### src/rtl/fastram_burst_ctrl.sv
// fastram_burst_ctrl: 68030 fast-RAM cycle controller.
// It decodes CPU cycles that hit the autoconfigured window and drives the following SRAM controls:
//   - bank/byte-lane chip selects,
//   - output enable,
//   - longword address bits [3:2],
//   - synchronous termination.
// Wait states and the number of banks are set by parameters.
// Optional 4-beat cache burst support is enabled with the macro TF_BURST_EN.
// Without TF_BURST_EN:
//   - CBACK is tied high,
//   - every cycle is a single beat,
//   - RAMA follows A[3:2].
// AS20 high acts as an asynchronous cycle abort, alongside RESET.
module fastram_burst_ctrl #(
  parameter int BANKS     = 2,
  parameter int BANK_LSB  = 21,
  parameter int WAIT_WS   = 1,
  parameter int BURST_WS  = 0,
  parameter int CACHEABLE = 1
) (
  input  logic               CLKCPU,
  input  logic               RESET,
  input  logic               AS20,
  input  logic               DS20,
  input  logic               RW20,
  input  logic [31:0]        A,
  input  logic [1:0]         SIZ,
  input  logic               DECODE,
  input  logic               CBREQ,
  output logic               CBACK,
  output logic               STERM,
  output logic               CIIN,
  output logic               INTCYCLE,
  output logic [4*BANKS-1:0] RAMCS,
  output logic               RAMOE,
  output logic [1:0]         RAMA
);

  localparam int          BANK_W     = (BANKS > 1) ? $clog2(BANKS) : 1;
  localparam logic [2:0]  WAIT_LAST  = 3'(WAIT_WS - 1);
  localparam logic [2:0]  BURST_LAST = 3'(BURST_WS);

  typedef enum logic [2:0] {
    S_IDLE  = 3'd0,
    S_WAIT  = 3'd1,
    S_ACK   = 3'd2,
`ifdef TF_BURST_EN
    S_BURST = 3'd3,
`endif
    S_DONE  = 3'd4
  } state_e;

  state_e             state_q, state_d;
  logic [2:0]         cnt_q, cnt_d;
  logic [BANK_W-1:0]  bank_q, bank_d;
  logic [3:0]         lanes_q, lanes_d;
  logic               rd_q, rd_d;
  logic [4*BANKS-1:0] ramcs_q, ramcs_d;
  logic               ramoe_q, ramoe_d;
  logic               sterm_q, sterm_d;
  logic               arst_n_s, start_s, active_s, strobe_s;
  logic [BANK_W-1:0]  bank_sel_s;
  logic               unused_s;
`ifdef TF_BURST_EN
  logic [1:0]         beat_q, beat_d;
  logic [1:0]         rama_q, rama_d;
  logic               cback_q, cback_d;
  logic               burst_req_s;
`endif

  // Byte lanes touched by a write.
  // Bit 3 is D31:24, the offset-0 byte.
  function automatic logic [3:0] lane_mask(input logic [1:0] k, input logic [1:0] siz);
    logic [2:0] n;
    logic [3:0] m;
    case (siz)
      2'b00:   n = 3'd4;
      2'b01:   n = 3'd1;
      2'b10:   n = 3'd2;
      default: n = 3'd3;
    endcase
    m = 4'b0000;
    for (int j = 0; j < 4; j++) begin
      if ((j >= int'(k)) && (j < int'(k) + int'(n))) begin
        m[3-j] = 1'b1;
      end else begin
        m[3-j] = m[3-j];
      end
    end
    return m;
  endfunction

  assign arst_n_s   = RESET & ~AS20;
  assign start_s    = ~AS20 & ~DS20 & ~DECODE;
  assign bank_sel_s = (BANKS > 1) ? A[BANK_LSB +: BANK_W] : {BANK_W{1'b0}};
  assign INTCYCLE   = AS20 | DECODE;
  assign CIIN       = (CACHEABLE != 0) ? 1'b1 : INTCYCLE;
  assign RAMCS      = ramcs_q;
  assign RAMOE      = ramoe_q;
  assign STERM      = sterm_q;
  assign unused_s   = ^{A, CBREQ};
`ifdef TF_BURST_EN
  assign burst_req_s = ~CBREQ & RW20 & (SIZ == 2'b00);
  assign CBACK       = cback_q;
  assign RAMA        = (state_q == S_IDLE) ? A[3:2] : rama_q;
`else
  assign CBACK       = 1'b1;
  assign RAMA        = A[3:2];
`endif

  // Next-state logic.
  // Decode, bank and lanes are captured only at cycle start.
  always_comb begin
    state_d = state_q;
    cnt_d   = cnt_q;
    bank_d  = bank_q;
    lanes_d = lanes_q;
    rd_d    = rd_q;
`ifdef TF_BURST_EN
    beat_d  = beat_q;
`endif
    case (state_q)
      S_IDLE: begin
        if (start_s) begin
          bank_d  = bank_sel_s;
          rd_d    = RW20;
          lanes_d = RW20 ? 4'b1111 : lane_mask(A[1:0], SIZ);
          cnt_d   = 3'd0;
`ifdef TF_BURST_EN
          beat_d  = 2'd0;
`endif
          if (WAIT_WS == 0) begin
            state_d = S_ACK;
          end else begin
            state_d = S_WAIT;
          end
        end else begin
          state_d = S_IDLE;
        end
      end
      S_WAIT: begin
        if (cnt_q == WAIT_LAST) begin
          state_d = S_ACK;
          cnt_d   = 3'd0;
        end else begin
          cnt_d   = cnt_q + 3'd1;
        end
      end
      S_ACK: begin
`ifdef TF_BURST_EN
        if (burst_req_s) begin
          state_d = S_BURST;
          beat_d  = 2'd1;
          cnt_d   = 3'd0;
        end else begin
          state_d = S_DONE;
        end
`else
        state_d = S_DONE;
`endif
      end
`ifdef TF_BURST_EN
      S_BURST: begin
        if (cnt_q != BURST_LAST) begin
          cnt_d = cnt_q + 3'd1;
        end else if ((beat_q == 2'd3) || CBREQ) begin
          state_d = S_DONE;
        end else begin
          beat_d = beat_q + 2'd1;
          cnt_d  = 3'd0;
        end
      end
`endif
      S_DONE:  state_d = S_DONE;
      default: state_d = S_IDLE;
    endcase
  end

  // Output decode from the next state, so the outputs are registered and aligned with the state.
  always_comb begin
    active_s = (state_d == S_WAIT) || (state_d == S_ACK);
    strobe_s = (state_d == S_ACK);
`ifdef TF_BURST_EN
    if (state_d == S_BURST) begin
      active_s = 1'b1;
      strobe_s = (cnt_d == BURST_LAST);
    end else begin
      active_s = active_s;
      strobe_s = strobe_s;
    end
    cback_d = ~(((state_d == S_ACK) && burst_req_s) ||
                ((state_d == S_BURST) && (beat_d != 2'd3)));
    rama_d  = A[3:2] + beat_d;
`endif
    ramcs_d = '1;
    for (int b = 0; b < BANKS; b++) begin
      if (active_s && (bank_d == BANK_W'(b))) begin
        ramcs_d[4*b +: 4] = ~lanes_d;
      end else begin
        ramcs_d[4*b +: 4] = 4'b1111;
      end
    end
    ramoe_d = ~(active_s & rd_d);
    sterm_d = ~strobe_s;
  end

  // State and output registers.
  // A reset or AS20 going high returns everything to idle immediately.
  always_ff @(posedge CLKCPU or negedge arst_n_s) begin
    if (!arst_n_s) begin
      state_q <= S_IDLE;
      cnt_q   <= 3'd0;
      bank_q  <= {BANK_W{1'b0}};
      lanes_q <= 4'b0000;
      rd_q    <= 1'b0;
      ramcs_q <= '1;
      ramoe_q <= 1'b1;
      sterm_q <= 1'b1;
`ifdef TF_BURST_EN
      beat_q  <= 2'd0;
      rama_q  <= 2'd0;
      cback_q <= 1'b1;
`endif
    end else begin
      state_q <= state_d;
      cnt_q   <= cnt_d;
      bank_q  <= bank_d;
      lanes_q <= lanes_d;
      rd_q    <= rd_d;
      ramcs_q <= ramcs_d;
      ramoe_q <= ramoe_d;
      sterm_q <= sterm_d;
`ifdef TF_BURST_EN
      beat_q  <= beat_d;
      rama_q  <= rama_d;
      cback_q <= cback_d;
`endif
    end
  end

endmodule

### config.mk
export PLATFORM = sky130hd
export DESIGN_NAME = fastram_burst_ctrl
export DESIGN_NICKNAME = d
export VERILOG_FILES = /design/src/rtl/fastram_burst_ctrl.sv
export SDC_FILE = /design/constraint.sdc
export NUM_CORES = 1
export LEC_CHECK = 0
export ABC_AREA = 1
export BUFFER_PORTS_ARGS = -buffer_cell sky130_fd_sc_hd__buf_4
export CAP_MARGIN = 20
export CORE_ASPECT_RATIO = 1.2
export CORE_MARGIN = 2
export CORE_UTILIZATION = 40
export CTS_BUF_LIST = sky130_fd_sc_hd__clkbuf_4
export CTS_CLUSTER_DIAMETER = 80
export CTS_CLUSTER_SIZE = 28
export DETAILED_ROUTE_END_ITERATION = 6
export GPL_TIMING_DRIVEN = 0
export PLACE_DENSITY_LB_ADDON = 0.05
export RECOVER_POWER = 50
export SYNTH_ARGS = -nofsm -noshare
export SYNTH_HDL_FRONTEND = slang
export SYNTH_SLANG_ARGS = --single-unit
### constraint.sdc
create_clock -name CLKCPU -period 1.55 [get_ports CLKCPU]
set_input_delay 0.155 -clock CLKCPU [delete_from_list [all_inputs] [get_ports CLKCPU]]
set_output_delay 0.155 -clock CLKCPU [all_outputs]
set_load 0.02 [all_outputs]
==> results of run 1 <==
[layout make-up]
type | count | area [um^2] | area share [%]
Multi-Input combinational cell | 65 | 445 | 32.2
Sequential cell | 22 | 563 | 40.7
Timing Repair Buffer | 27 | 188 | 13.6
Inverter | 22 | 82.6 | 5.97
Buffer | 6 | 37.5 | 2.71
Clock inverter | 1 | 3.75 | 0.271
Tap cell | 33 | 41.3 | 2.98
Clock buffer | 3 | 22.5 | 1.63
[where the power goes]
group          internal (mW)  total, mW  switching, mW
logic                 0.0478      0.109         0.0612
registers              0.575      0.575              0
clock network         0.0939      0.258          0.164
total                  0.717      0.942          0.225
[worst reg2reg max path, cell delays in order (launching register included)]
cell and delay (ns):
dfrtp_1 0.43, nor2_4 0.18, nand3_4 0.20, nor2_8 0.20, nand3_2 0.10, and2_1 0.17
[cells by family (layout without fill, tap and decap cells)]
| kind of cell | count (synthesis) | count (layout) | share of synthesized area (%) |
|---|---|---|---|
| AO/OA/AOI/OAI | 9 | 9 | 6.30 |
| XOR/XNOR | 1 | 1 | 0.788 |
| buffers and inverters | 28 | 59 | 10.8 |
| adder cells (fa/ha/maj) | 5 | 5 | 6.30 |
| other | 1 | 2 | 0.337 |
| AND/OR/NAND/NOR | 48 | 48 | 24.9 |
| flip-flops | 22 | 22 | 50.6 |
[synth_stat cells, types with 2 or more instances]
library cell	n	area (um^2)
a22oi_2	2	25.0
buf_4	4	30.0
clkbuf_1	2	7.51
dfrtp_1	12	300
dfstp_2	10	263
ha_1	4	50.1
inv_1	20	75.1
inv_2	2	7.51
nand2_1	25	93.8
nand3_1	5	25.0
nand4_1	2	12.5
nor2_1	4	15.0
nor2_4	5	56.3
o21ai_0	3	15.0
[routing by layer]
metal	up-vias	routed length (um)	global-route usage (%)
met5	-	0	0
met4	0	40	8.79
met1	369	762	15.7
met3	4	66	0.957
li1	406	-	-
met2	16	1000	23.7
[per-stage QoR]
stage	utilization, %	hold slack, ns
after floorplan	-	0.286
after global placement	51.1	0.435
after detailed placement	51.8	0.295
after CTS	53.9	0.111
after global routing	53.2	0.110
final	53.2	0.115
[worst paths after layout]
| kind | cells after the start | slack, ns | to | start |
|---|---|---|---|---|
| max reg2reg | 5 | 0.17 | lanes_q[2] | state_q[2] |
| max in group asynchronous | 4 | 0.29 | state_q[0] | AS20 |
| min in group asynchronous | 4 | 0.38 | cnt_q[0] | RESET |
| min reg2reg | 2 | 0.50 | rd_q | rd_q |
| max | 7 | 0.07 | lanes_q[2] | AS20 |
| min | 3 | 0.12 | RAMCS[2] | A[1] |
[sequential cells by signal, summed over array words and instances, names as in the netlist, named ones only]
name and flops:
state_q 3, lanes_q 3, rd_q 1, STERM 1, RAMCS 8, cnt_q 3
bank_q 1, RAMOE 1
[what timing repair did]
action,CTS,global route
hold endpoints to repair,7,0
endpoints found under the setup margin,0,4
buffers inserted,0,0
gates resized for setup,0,2
hold buffers,3,0
==> results.yml, run 1 <==
outcome:
  outcome: "finished clean"
cells_and_area:
  stdcell_area_um2: 1380
  area_growth_pct: 24.4
  final_cell_mix: "nand2_1, buf_4, inv_1, dfrtp_1, dfstp_2"
  layout.cells.non_filler: 179
  final_layout_size_suffix_gt1_share_pct: 34.9
  final_common_cell: "nand2_1"
  nets: 193
  nFillCells: 255
  insertedDiodeCount: 0
synthesis:
  synth_edf_count: 0
  seq_area_frac_synth_pct: 50.6
  ys_async_sr_fraction_pct: 100
  synth_area_per_cell_um2: 9.76
  synthesis.area_um2: 1110
  synth_cell_type_count: 28
  ys_warn_count: 0
  ys.flop_type: "dfrtp_1"
  synthCells: 114
  synth_seq_cells: 22
global_routing:
  grtUsageTotal_pct: 13.3
  grt_max_degree: 13
  grt_pass1_vias: 713
  gr-total-overflow: 0
  antenna_found_initial: 0
  grt_pass1_wl_mm: 3.08
timing:
  layout_min_cycle_time_ns: 1.48
  fin_tns_setup_ns: 0
  maxSlewHeadroom_pct: 61.5
  finalHoldViolCount: 0
  fmax_mhz: 677
  report.final.slew_viol_count: 0
  setup_viol: 0
  period_share_pct: 95.3
  skew_ns: 0.00175
  worstMarginPinSlew_ns: 0.578
  rsz0062_at_grt: "no"
  layout_setup_ws_ns: 0.0729
floorplanning:
  rows: 20
  ioPinCount: 56
  start_util_pct: 42.7
  fp.dieW_um: 52.1
  dieArea_um2: 3220
  fp.coreArea_um2: 2600
  die_h_um: 61.8
critical_path:
  endpoint_kind: "register"
  critPathKind: "in -> reg"
  worstPathMaxFanout: 10
  cp_slowest_stage_delay_ns: 0.54
  arrival_ns: 1.68
  path_delay_family: "simple AND/OR/NAND/NOR gates"
  cp.required_ns: 1.75
  crit_buf_inv: 2
  slowest_stage: "dlygate4sd3_1"
  cp_cell_sequence: "dlygate4sd3_1, buf_4, nor2_4, nand3_4, nor2_8, nand3_2, and2_1"
  startpoint_type: "input pin"
clock_tree:
  cts_tree: "done"
  cts_root_buffer: "clkbuf_4"
  cts.path.max_buffers: 2
  cts_max_level: 1
  insertion_delay_ns: 0.30
  numClockSinks: 22
  cts_buffers: 3
  clkTransAtPathRegs_ns: 0.11
place:
  placed_area_um2: 1350
  place_inst: 172
  preCtsSetupSlack_ns: -0.134
  dp_hpwl_mm: 1.46
  gp_congestion: 0.674
  io_buffer_count: 23
route:
  wire_per_inst_um: 10.5
  drt-total-wl_mm: 1.87
  drcViolationCount: 0
  drtPass1Iterations: 4
  final_antenna_net_count: 0
  drt_iter0_drc: 16
  via_count: 795
  viasPerCell: 4.44
hold_path:
  hold_path.class: "in -> reg"
pwr:
  p_total_mw: 0.942
  vdd_ir_drop_max_mv: 0.351
  p_per_area_nw_per_um2: 681
  p_leak_nw: 0.686
job:
  maxCapViolations: 0
Note: power is estimated with default switching activity, not from simulation.
==> run 2, diff against run 1 <==
Settings changed: CORE_MARGIN 2 to 5, RECOVER_POWER 50 to 100.
==> results.yml, run 2 (synthesized netlist as in run 1, its figures left out) <==
timing:
  maxSlewHeadroom_pct: 46.8
  hold-worst-slack_ns: 0.113
  worstMarginPinSlew_ns: 0.798
  report.final.slew_viol_count: 0
  skew_ns: 0.00404
  finalHoldViolCount: 0
  fmax_mhz: 684
  setup_viol: 0
  layout_setup_ws_ns: 0.0872
  rsz0062_at_grt: "yes"
  layout_min_cycle_time_ns: 1.46
  period_share_pct: 94.4
floorplanning:
  start_util_pct: 40.7
  rows: 21
  dieArea_um2: 3940
  fp.dieW_um: 58.1
  ioPinCount: 56
  fp.coreArea_um2: 2730
  die_h_um: 67.8
job:
  maxCapViolations: 0
critical_path:
  arrival_ns: 1.68
  startpoint_type: "input pin"
  critPathKind: "in -> reg"
  worstPathMaxFanout: 10
  cp.required_ns: 1.77
  cp_cell_sequence: "dlygate4sd3_1, buf_4, nor2_4, nand3_4, nor2_8, nand3_2, and2_1"
  endpoint_kind: "register"
  cp_slowest_stage_delay_ns: 0.54
  slowest_stage: "dlygate4sd3_1"
global_routing:
  grt_pass1_vias: 819
  antenna_found_initial: 0
  gr-total-overflow: 0
  groute.layer.met2.usage_pct: 22.0
  grtUsageMet3_pct: 1.91
  grt_max_degree: 16
  gr-max-usage-layer: "met2"
  grtUsageTotal_pct: 11.9
  grt_use_met1_pct: 13.5
  grt_pass1_wl_mm: 3.63
cells_and_area:
  nets: 193
  nFillCells: 284
  insertedDiodeCount: 0
  largest_reg_flops: 8
  final_common_cell: "nand2_1"
  area_growth_pct: 24.1
  multi_input_area_um2: 440
  area.sequential_um2: 563
  final_layout_size_suffix_gt1_share_pct: 30.8
  final_cell_mix: "nand2_1, inv_1, clkbuf_1, buf_4, dfrtp_1"
route:
  wire_per_inst_um: 11.2
  drcViolationCount: 0
  final_antenna_net_count: 0
  drt_iter0_drc: 12
  viasPerCell: 4.31
  drtPass1Iterations: 4
  via_count: 776
  drt-total-wl_mm: 2.01
pwr:
  p_leak_nw: 0.677
  p_per_area_nw_per_um2: 815
  vdd_ir_drop_max_mv: 0.437
place:
  io_buffer_count: 23
  gp_congestion: 0.693
  dp_hpwl_mm: 1.57
  preCtsSetupSlack_ns: -0.122
clock_tree:
  clkTransAtPathRegs_ns: 0.12
  insertion_delay_ns: 0.31
  cts_tree: "done"
  cts_buffers: 3
  cts_root_buffer: "clkbuf_4"
  cts_setup_buffers: 0
  numClockSinks: 22
  cts.path.max_buffers: 2
  cts_max_level: 1
outcome:
  outcome: "finished clean"
hold_path:
  hold_path.class: "in -> reg"
==> run 2: timing repair <==
| item | CTS | global route |
|---|---|---|
| hold buffers | 3 | 0 |
| setup endpoints to repair | 0 | 2 |
| gates resized for setup | 0 | 1 |
| endpoints found under the hold margin | 6 | 0 |
==> run 2: final timing paths <==
kind / start / end / slack, ns / cells after the start
max: AS20 / lanes_q[2] / 0.09 / 7
min: A[1] / RAMCS[2] / 0.11 / 3
max reg2reg: state_q[0] / lanes_q[2] / 0.17 / 5
min reg2reg: rd_q / rd_q / 0.50 / 2
max in group asynchronous: AS20 / async pin / 0.29 / 4
min in group asynchronous: RESET / STERM / 0.49 / 4
==> run 2: layer usage <==
metal | wire (um) | up-vias | part of all wire [%]
met4 | 17 | 0 | 0.85
met2 | 1110 | 15 | 55
met5 | 0 | - | 0
met1 | 782 | 355 | 39
li1 | - | 404 | -
met3 | 101 | 2 | 5.0
==> run 2: metrics by stage <==
step                      utilization [%]  setup TNS, ns  std cells  instance area [um^2]  power (mW)
after floorplan                         -              0        115                  1120       0.646
after global placement               48.7          -4.98        172                  1330       0.686
after detailed placement             49.4         -0.338        173                  1350       0.694
after CTS                            52.4              0        180                  1430        1.15
after global routing                 50.5       -0.00136        180                  1380        1.18
final                                50.5              0        180                  1380        1.12
==> run 2: area by class of cell <==
cell class	instances	area share [%]
Sequential cell	22	40.8
Multi-Input combinational cell	65	31.9
Timing Repair Buffer	27	11.7
Inverter	22	5.98
Tap cell	34	3.08
Buffer	6	2.72
Clock inverter	1	2.18
Clock buffer	3	1.63
==> run 2: where the power goes <==
part / switching, mW / leakage [nW] / total (mW) / internal (mW)
Combinational: 0.0597 / 0.397 / 0.107 / 0.0474
Clock: 0.181 / 0.0279 / 0.442 / 0.262
Sequential: 0 / 0.252 / 0.575 / 0.575
==> run 2: critical path: cells and delay by family <==
family | cells | cell delay (ns)
AND/OR/NAND/NOR | 5 | 0.82
buffers and inverters | 2 | 0.69
